## config.mk

```make
export PLATFORM = sky130hd
export DESIGN_NAME = clk_wait_timer
export DESIGN_NICKNAME = d
export VERILOG_FILES = /design/src/rtl/clk_wait_timer.sv
export SDC_FILE = /design/constraint.sdc
export NUM_CORES = 1
export LEC_CHECK = 0
export BUFFER_PORTS_ARGS = -buffer_cell sky130_fd_sc_hd__buf_2
export CAP_MARGIN = 15
export CORE_MARGIN = 8
export CORE_UTILIZATION = 61
export CTS_CLUSTER_SIZE = 24
export DETAILED_ROUTE_END_ITERATION = 10
export PLACE_DENSITY_LB_ADDON = 0.25
export SKIP_CTS_REPAIR_TIMING = 1
export SLEW_MARGIN = 20
export SYNTH_ARGS = -nofsm -noshare
export SYNTH_HDL_FRONTEND = slang
export SYNTH_SLANG_ARGS = --single-unit
export TNS_END_PERCENT = 50
```

## constraint.sdc

```tcl
create_clock -name clk_i -period 16.6 [get_ports clk_i]
set_clock_uncertainty 0.05 [all_clocks]
set_input_delay 4.98 -clock clk_i [delete_from_list [all_inputs] [get_ports clk_i]]
set_output_delay 4.98 -clock clk_i [all_outputs]
set_load 0.02 [all_outputs]
```

## src/rtl/clk_wait_timer.sv

```systemverilog
// Multi-channel "wait N clocks" timer: independent one-shot/periodic down-counters
// with abort and restart, plus a free-running cycle counter.
module clk_wait_timer #(
  parameter int NumChannels = 4,
  parameter int CntWidth    = 16,
  parameter int CycWidth    = 32
) (
  input  logic                            clk_i,
  input  logic                            rst_i,
  input  logic [NumChannels-1:0]          start_i,
  input  logic [NumChannels-1:0]          stop_i,
  input  logic [NumChannels-1:0]          periodic_i,
  input  logic [NumChannels*CntWidth-1:0] num_clks_i,
  output logic [NumChannels-1:0]          busy_o,
  output logic [NumChannels-1:0]          done_o,
  output logic [NumChannels*CntWidth-1:0] remaining_o,
  output logic [CycWidth-1:0]             cycle_cnt_o
);

  typedef enum logic {IDLE = 1'b0, COUNT = 1'b1} state_e;

  logic [CycWidth-1:0] cyc_q;

  always_ff @(posedge clk_i or posedge rst_i) begin
    if (rst_i) cyc_q <= '0;
    else       cyc_q <= cyc_q + {{(CycWidth-1){1'b0}}, 1'b1};
  end

  assign cycle_cnt_o = cyc_q;

  for (genvar c = 0; c < NumChannels; c++) begin : g_ch
    state_e              state_q, state_d;
    logic [CntWidth-1:0] cnt_q, cnt_d;
    logic [CntWidth-1:0] reload_q, reload_d;
    logic [CntWidth-1:0] n_req;
    logic                per_q, per_d;
    logic                done_q, done_d;

    assign n_req = num_clks_i[c*CntWidth +: CntWidth];

    // Abort beats restart beats counting; a zero-length wait completes immediately.
    always_comb begin
      state_d  = state_q;
      cnt_d    = cnt_q;
      reload_d = reload_q;
      per_d    = per_q;
      done_d   = 1'b0;
      if (stop_i[c]) begin
        state_d = IDLE;
        cnt_d   = '0;
      end else if (start_i[c]) begin
        if (n_req != '0) begin
          state_d  = COUNT;
          cnt_d    = n_req;
          reload_d = n_req;
          per_d    = periodic_i[c];
        end else begin
          state_d = IDLE;
          cnt_d   = '0;
          done_d  = 1'b1;
        end
      end else if (state_q == COUNT) begin
        if (cnt_q > CntWidth'(1)) begin
          cnt_d = cnt_q - CntWidth'(1);
        end else begin
          done_d = 1'b1;
          if (per_q) begin
            cnt_d = reload_q;
          end else begin
            cnt_d   = '0;
            state_d = IDLE;
          end
        end
      end
    end

    always_ff @(posedge clk_i or posedge rst_i) begin
      if (rst_i) begin
        state_q  <= IDLE;
        cnt_q    <= '0;
        reload_q <= '0;
        per_q    <= 1'b0;
        done_q   <= 1'b0;
      end else begin
        state_q  <= state_d;
        cnt_q    <= cnt_d;
        reload_q <= reload_d;
        per_q    <= per_d;
        done_q   <= done_d;
      end
    end

    assign busy_o[c]                            = (state_q == COUNT);
    assign done_o[c]                            = done_q;
    assign remaining_o[c*CntWidth +: CntWidth]  = cnt_q;
  end

endmodule
```

After elaboration in Yosys (flattened, before gate mapping)
Index checks and enable logic that the tools add are counted.
Storage, ports and cells
  input bits: 78
  logic and storage cells: 114
  output and inout port bits: 104
  flip-flop bits (word level): 172
Operators by class
  multiplexer cells: 68
  reduce and logical (&&, ||, !) cells: 12
  $add $sub $neg: 5
  order comparisons: 4
  bitwise operators: 4
Operators by type and width (number)
  $mux 16: 24
  $gt 16x1->1 const B: 4
  $reduce_bool 16->1: 4
  $sub 16x1->16 const B: 4
  $mux 1: 44
  $add 32x1->32 const B: 1
  $reduce_and 3->1: 4
  $reduce_bool 3->1: 4
  $not 1->1: 4

Depth between registers and ports, before layout
Gate-level depths: netlist of the first run.
  depth after elaboration: 5
  gate-level depth with buffers: 9
  mapped depth without buffers: 7

Worst setup path before layout of the first run
OpenSTA, ideal clock, no wires.
  path kind: input -> register
  start: input port num_clks_i[35]
  end: register g_ch[2].state_q
  data required time: 16.407 ns
  setup slack: 10.235 ns
  cell stages on the path: 6
  arrival time: 6.172 ns
  setup time: 0.143 ns
  path buffers: 2
  path through: nor4_1 -> nand4_1 -> nand2b_1 -> clkbuf_1 -> buf_1 -> o21ai_0
On the way
  cells in the longest elaborated chain, start to end: 4
Ends and longest elaborated chain
  start: declaration: RTL line 13  | input logic [NumChannels*CntWidth-1:0] num_clks_i,
  $reduce_bool 16->1: RTL line 52  | if (n_req != '0) begin
  $mux 1: RTL line 52
  $mux 1: RTL line 51  | end else if (start_i[c]) begin
  $mux 1: RTL line 48  | if (stop_i[c]) begin
  via g_ch[2].state_d: RTL line 32  | state_e state_q, state_d;
  end signal: assignment: RTL line 85  | state_q <= state_d;
  end: declaration: RTL line 32
The timed path passes the listed nets, and every way through them passes these cells.
A chain may end at the register's enable or synchronous reset.

Worst setup path in the final report of the first run
  start: input port num_clks_i[59]
  end: register g_ch[3].cnt_q[9]
On the way
  cells in the longest elaborated chain, start to end: 4
Ends and longest elaborated chain
  $reduce_bool 16->1: RTL line 52
  $mux 16: RTL line 52
  $mux 16: RTL line 51
  $mux 16: RTL line 48
  end signal: assignment: RTL line 86  | cnt_q <= cnt_d;
  end: declaration: RTL line 33  | logic [CntWidth-1:0] cnt_q, cnt_d;
Every way passes these cells.

==> out/qor.txt, run 1 <==
Die area: 19900 um^2
Ports: 182
Largest net degree at the start of global routing: 101
Post-synth EDFFs: 0
Hold Crit Class: reg -> reg
Final core utilization: 72.7%
GR Overflow Total: 0
Vias/cell: 6.18
GRT Total Usage: 26.3%
Die Y: 141 um
PwrDens: 101 nW/um^2
Cell Area, Synth: 9540 um^2
Antenna-violating nets left: 0
Port buffer count: 181
Tmin final: 6.75 ns
# rows: 45
Synth-to-Final Area Change: 16.2%
Post-detail-place hpwl: 18300 um
Leakage: 5.28 nW
Setup violation total in the final timing report: 0
Status: finished, final reports clean
Initial antenna violation count: 1
Ordered cell list for the critical path: buf_2, nor4_1, a41oi_4, a22oi_1, o211ai_1
Final Cycle Share: 40.7%
Cts bufs inserted: 17
Clock Pin Slew Worst Setup and Hold Paths: 0.07 ns
RSZ-0062 raised after global routing: false
CP peak stage delay: 0.83 ns
Register area share after synthesis: 45.1%
Final nets: 1316
Final Hold Fails: 0
Design area: 11100 um^2
Worst-path maximum fanout: 26
Vias in the first global route: 8749
Synth unique cells: 65
CTS H-tree depth: 4
Mapped Nets: 1170
Setup CP Type: in -> reg
# diodes: 0
Warnings from Yosys: 0
Slew of the pin with the lowest slew margin: 0.960 ns
Via count: 8975
Final std cells w/o fill: 1453
CP startpoint kind: primary input
DRT Pass-1 Iters: 6
Drt total wl: 26200 um
WL/cell: 18.0 um
Initial Utilization: 62.5%
DRC Markers: 0
DR iter-0 viols: 778
Cell Area, Placed: 10500 um^2
Max VDD drop: 0.0000807 V
Crit path required time: 16.85 ns
Slew Viols, Final: 0
Maxcap violations: 0
Cell at the root of the clock tree: clkbuf_16
Share of cells above drive strength 1: 21.1%
CTS tree: done
CP endpoint kind: flop
Max Root-Sink Buffers: 2
Final Wtd Congestion: 0.905
CP max-delay cell: nor4_1
Die W: 141 um
Syn Inst Count: 1083
Placeable Area: 15300 um^2
Synth Register Bits: 172
Setup TNS: 0 ns
First-pass GRT wire length: 43100 um
FFs w/ async S/R, synth: 100%
Critical Path AT: 7.00 ns
Worst path bufs/invs: 1
Most used DFF post-synth: dfrtp_1
Largest delay share family, worst path: compound AO/OA/AOI/OAI gates
Max Fclk: 148 MHz
Clk Latency, worst-skew pair: 0.43 ns
CTS sink cnt: 172
Most frequent cells in the layout: nand2_1 (275), buf_2 (181), dfrtp_1 (172)
Placed cell count: 1421
Most common cell after layout, fill and taps aside: nand2_1
Slew HR: 35.4%
Average cell area after synthesis: 8.81 um^2
-- area by class of cell --
type	instances	area [um^2]
Inverter	22	87.6
Fill cell	1162	4170
Timing Repair Buffer	186	943
Clock buffer	18	429
Multi-Input combinational cell	830	4910
Tap cell	211	264
Sequential cell	172	4300
Clock inverter	14	148
-- routing by layer --
metal | up-vias | part of all wire (%) | global-route usage [%] | routed length (um)
li1 | 4158 | - | - | -
met1 | 4317 | 42 | 34.0 | 11100
met2 | 445 | 46 | 41.6 | 12100
met3 | 53 | 9.5 | 7.66 | 2490
met4 | 2 | 1.7 | 8.99 | 434
met5 | - | 0.050 | 0 | 13
-- stage by stage --
stage | hold WS, ns | power (W) | setup WS (ns)
2_1_floorplan | 0.388 | 0.000659 | 6.91
3_3_place_gp | 0.400 | 0.000723 | 9.32
3_5_place_dp | 0.401 | 0.000730 | 9.30
4_1_cts | 0.420 | 0.00112 | 9.75
5_1_grt | 0.425 | 0.00117 | 9.72
6_report | 0.418 | 0.00112 | 9.85
-- Yosys cell counts (22+ instances only) --
cell      instances  share of area, %
nand2_1         275                11
dfrtp_1         172                45
nor2_1           63               2.5
a31oi_1          52               3.4
clkbuf_1         39               1.5
xnor2_1          39               3.6
a21oi_1          35               1.8
o21ai_0          30               1.6
nand3_1          28               1.5
nor4_1           25               1.6
xor2_1           24               2.2
inv_1            22              0.87
mux2_2           22               2.6
nand4_1          22               1.4
-- sequential cells by signal, indices dropped and copies added (netlist names) --
name,flops
g_ch.reload_q,64
g_ch.per_q,4
g_ch.cnt_q,64
g_ch.done_q,4
cycle_cnt_o,32
g_ch.state_q,4
-- cells by family (layout without fill, tap and decap cells) --
| family | Yosys count | in the layout | share of synthesized area [%] |
|---|---|---|---|
| multiplexers | 24 | 24 | 2.81 |
| AO/OA/AOI/OAI | 228 | 228 | 16.4 |
| flip-flops | 172 | 172 | 45.1 |
| XOR/XNOR | 63 | 63 | 5.79 |
| AND/OR/NAND/NOR | 506 | 506 | 25.0 |
| adder cells (fa/ha/maj) | 9 | 9 | 1.18 |
| buffers and inverters | 81 | 240 | 3.69 |
-- final timing paths --
kind	start	endpoint	slack, ns	cells past startpoint
max	num_clks_i[59]	g_ch[3].cnt_q[9]	9.85	5
min	cycle_cnt_o[31]	cycle_cnt_o[31]	0.42	1
max reg2reg	g_ch[3].cnt_q[4]	g_ch[3].cnt_q[5]	13.67	5
min reg2reg	cycle_cnt_o[31]	cycle_cnt_o[31]	0.42	1
max in group asynchronous	rst_i	g_ch[2].reload_q[9]	10.34	3
min in group asynchronous	rst_i	g_ch[1].cnt_q[13]	4.70	2
-- where the power goes --
| part | switching (W) | internal (W) |
|---|---|---|
| registers | 0.0000488 | 0.000454 |
| clock network | 0.000183 | 0.000213 |
| logic | 0.000136 | 0.0000882 |
| total | 0.000367 | 0.000756 |
(Power assumes the default switching activity.)
==> inputs of run 2 (changes only) <==
--- a/config.mk
+++ b/config.mk
@@ -8,7 +8,7 @@
 export BUFFER_PORTS_ARGS = -buffer_cell sky130_fd_sc_hd__buf_2
 export CAP_MARGIN = 15
 export CORE_MARGIN = 8
-export CORE_UTILIZATION = 61
+export CORE_UTILIZATION = 51
 export CTS_CLUSTER_SIZE = 24
 export DETAILED_ROUTE_END_ITERATION = 10
 export PLACE_DENSITY_LB_ADDON = 0.25
==> constraint.sdc (replaced) <==
create_clock -name clk_i -period 5.75 [get_ports clk_i]
set_clock_uncertainty 0.05 [all_clocks]
set_input_delay 1.725 -clock clk_i [delete_from_list [all_inputs] [get_ports clk_i]]
set_output_delay 1.725 -clock clk_i [all_outputs]
set_load 0.02 [all_outputs]
==> run 2 against run 1 <==
Compared with the run above:
- sequential share of layout area decreased by 0.11 points
- worst setup slack lost 7.7 ns
- cell count is 1.7% higher
- sequential power increased to 2.9 times the previous value
- flip-flop and latch count stayed put
- critical endpoint is now g_ch[0].cnt_q[9]
==> out/qor.txt, run 2 (synthesis results as in run 1) <==
Die Y: 153 um (+8.3%)
GR Overflow Total: 0 (unchanged)
Setup CP Type: in -> reg
Antenna-violating nets left: 0 (unchanged)
Initial antenna violation count: 3 (+2)
Final Hold Fails: 0 (unchanged)
Power, Total: 0.00322 W (+190%)
Final Cycle Share: 62.9%
Cell Area, Placed: 10500 um^2 (+0.38%)
PwrDens: 290 nW/um^2 (+190%)
CP peak stage delay: 0.73 ns (-0.10 ns)
Slew HR: 29.4% (-6.0 points)
Worst-path maximum fanout: 22 (-15%)
Tmin final: 3.62 ns
Ports: 182 (unchanged)
WL/cell: 18.2 um (+1.3%)
Hold Crit Class: reg -> reg
DR iter-0 viols: 633 (-19%)
Final nets: 1316 (unchanged)
GRT Total Usage: 22.8% (-3.6 points)
Slew Viols, Final: 0 (unchanged)
Status: finished, final reports clean
Placeable Area: 18500 um^2 (+21%)
Max VDD drop: 0.000207 V (+160%)
DRT Pass-1 Iters: 6 (unchanged)
DRC Markers: 0 (unchanged)
Fillers: 1639 (+41%)
Synth-to-Final Area Change: 16.6%
Share of cells above drive strength 1: 21.2% (+0.081 points)
CP startpoint kind: primary input
First-pass GRT wire length: 44300 um (+2.9%)
Post-detail-place hpwl: 18500 um (+0.93%)
Ordered cell list for the critical path: buf_2, nor4_1, a41oi_2, a32oi_1, o221ai_1
CTS tree: done
Final Wtd Congestion: 0.901 (-0.43%)
Clock Pin Slew Worst Setup and Hold Paths: 0.07 ns (about the same)
Setup TNS: 0 ns (unchanged)
Die area: 23300 um^2 (+17%)
Via count: 8780 (-2.2%)
Cts bufs inserted: 17 (unchanged)
Port buffer count: 181 (unchanged)
Leakage: 5.27 nW (about the same)
CP max-delay cell: nor4_1
Most frequent cells in the layout: nand2_1 (275), buf_2 (181), dfrtp_1 (172)
Max Fclk: 276 MHz
Vias/cell: 5.94 (-3.8%)
Clk Latency, worst-skew pair: 0.42 ns (about the same)
Cell at the root of the clock tree: clkbuf_16
Maxcap violations: 0 (unchanged)
# rows: 50 (+11%)
CTS H-tree depth: 4 (unchanged)
Slew of the pin with the lowest slew margin: 1.06 ns (+0.0991 ns)
Design area: 11100 um^2 (+0.27%)
RSZ-0062 raised after global routing: false
Crit path required time: 5.96 ns (-10.89 ns)
Drt total wl: 26900 um (+3.0%)
CTS sink cnt: 172 (unchanged)
Max Root-Sink Buffers: 2 (unchanged)
Critical Path AT: 3.83 ns (-3.17 ns)
Die W: 153 um (+8.3%)
Vias in the first global route: 8587 (-1.9%)
Setup violation total in the final timing report: 0 (unchanged)
Largest net degree at the start of global routing: 173 (+71%)
Most common cell after layout, fill and taps aside: nand2_1
CP endpoint kind: flop
Initial Utilization: 51.5% (-11 points)
run 2: cell type report:
| type | count | area [um^2] | area share (%) |
|---|---|---|---|
| diodes | 1 | 2.50 | 0.0225 |
| clock buffers | 18 | 439 | 3.95 |
| clock inverters | 14 | 125 | 1.13 |
| inverters | 22 | 86.3 | 0.777 |
| multi-input cells | 830 | 4910 | 44.2 |
| flip-flops and latches | 172 | 4300 | 38.7 |
| well taps | 234 | 293 | 2.63 |
| repair buffers | 186 | 956 | 8.60 |
run 2: worst paths after layout:
kind | from | to | slack [ns] | depth (start not counted)
worst min-delay path | g_ch[1].reload_q[9] | g_ch[1].reload_q[9] | 0.42 | 2
worst max register to register | g_ch[0].cnt_q[0] | g_ch[0].cnt_q[6] | 2.78 | 7
worst max-delay path | num_clks_i[0] | g_ch[0].cnt_q[9] | 2.13 | 5
min in group asynchronous | rst_i | g_ch[0].cnt_q[0] | 1.50 | 3
max in group asynchronous | rst_i | g_ch[3].reload_q[14] | 3.40 | 3
worst min register to register | g_ch[1].reload_q[9] | g_ch[1].reload_q[9] | 0.42 | 2
run 2: critical path, delay by kind of cell:
family / cells / cell delay [ns]
AOI/OAI and AO/OA: 3 / 1.26
and+or+nand+nor: 1 / 0.73
buffers and inverters: 1 / 0.11
run 2: power breakdown:
part	switching, W	internal [W]	leakage [nW]
combinational	0.000388	0.000256	2.79
sequential	0.000141	0.00131	2.21
clock	0.000540	0.000583	0.272
total	0.00107	0.00215	5.27
run 2: metrics by stage:
stage / utilization, % / hold slack [ns] / worst slack, ns / instances
floorplan: - / 0.388 / 1.78 / 1083
finish: 60.0 / 0.421 / 2.13 / 1477
detailed placement: 56.9 / 0.402 / 1.69 / 1444
global route: 60.0 / 0.431 / 2.06 / 1477
global placement: 56.9 / 0.402 / 1.71 / 1444
CTS: 59.9 / 0.420 / 2.10 / 1476
run 2: routing by layer:
layer  track usage (%)  wire (um)  part of all wire (%)  vias to the layer above
met3              6.64       2060                   7.7                       35
met5                 0         24                 0.089                        -
met2              36.8      12600                    47                      332
met4              6.22        360                   1.3                        4
li1                  -          -                     -                     4161
met1              29.4      11900                    44                     4248
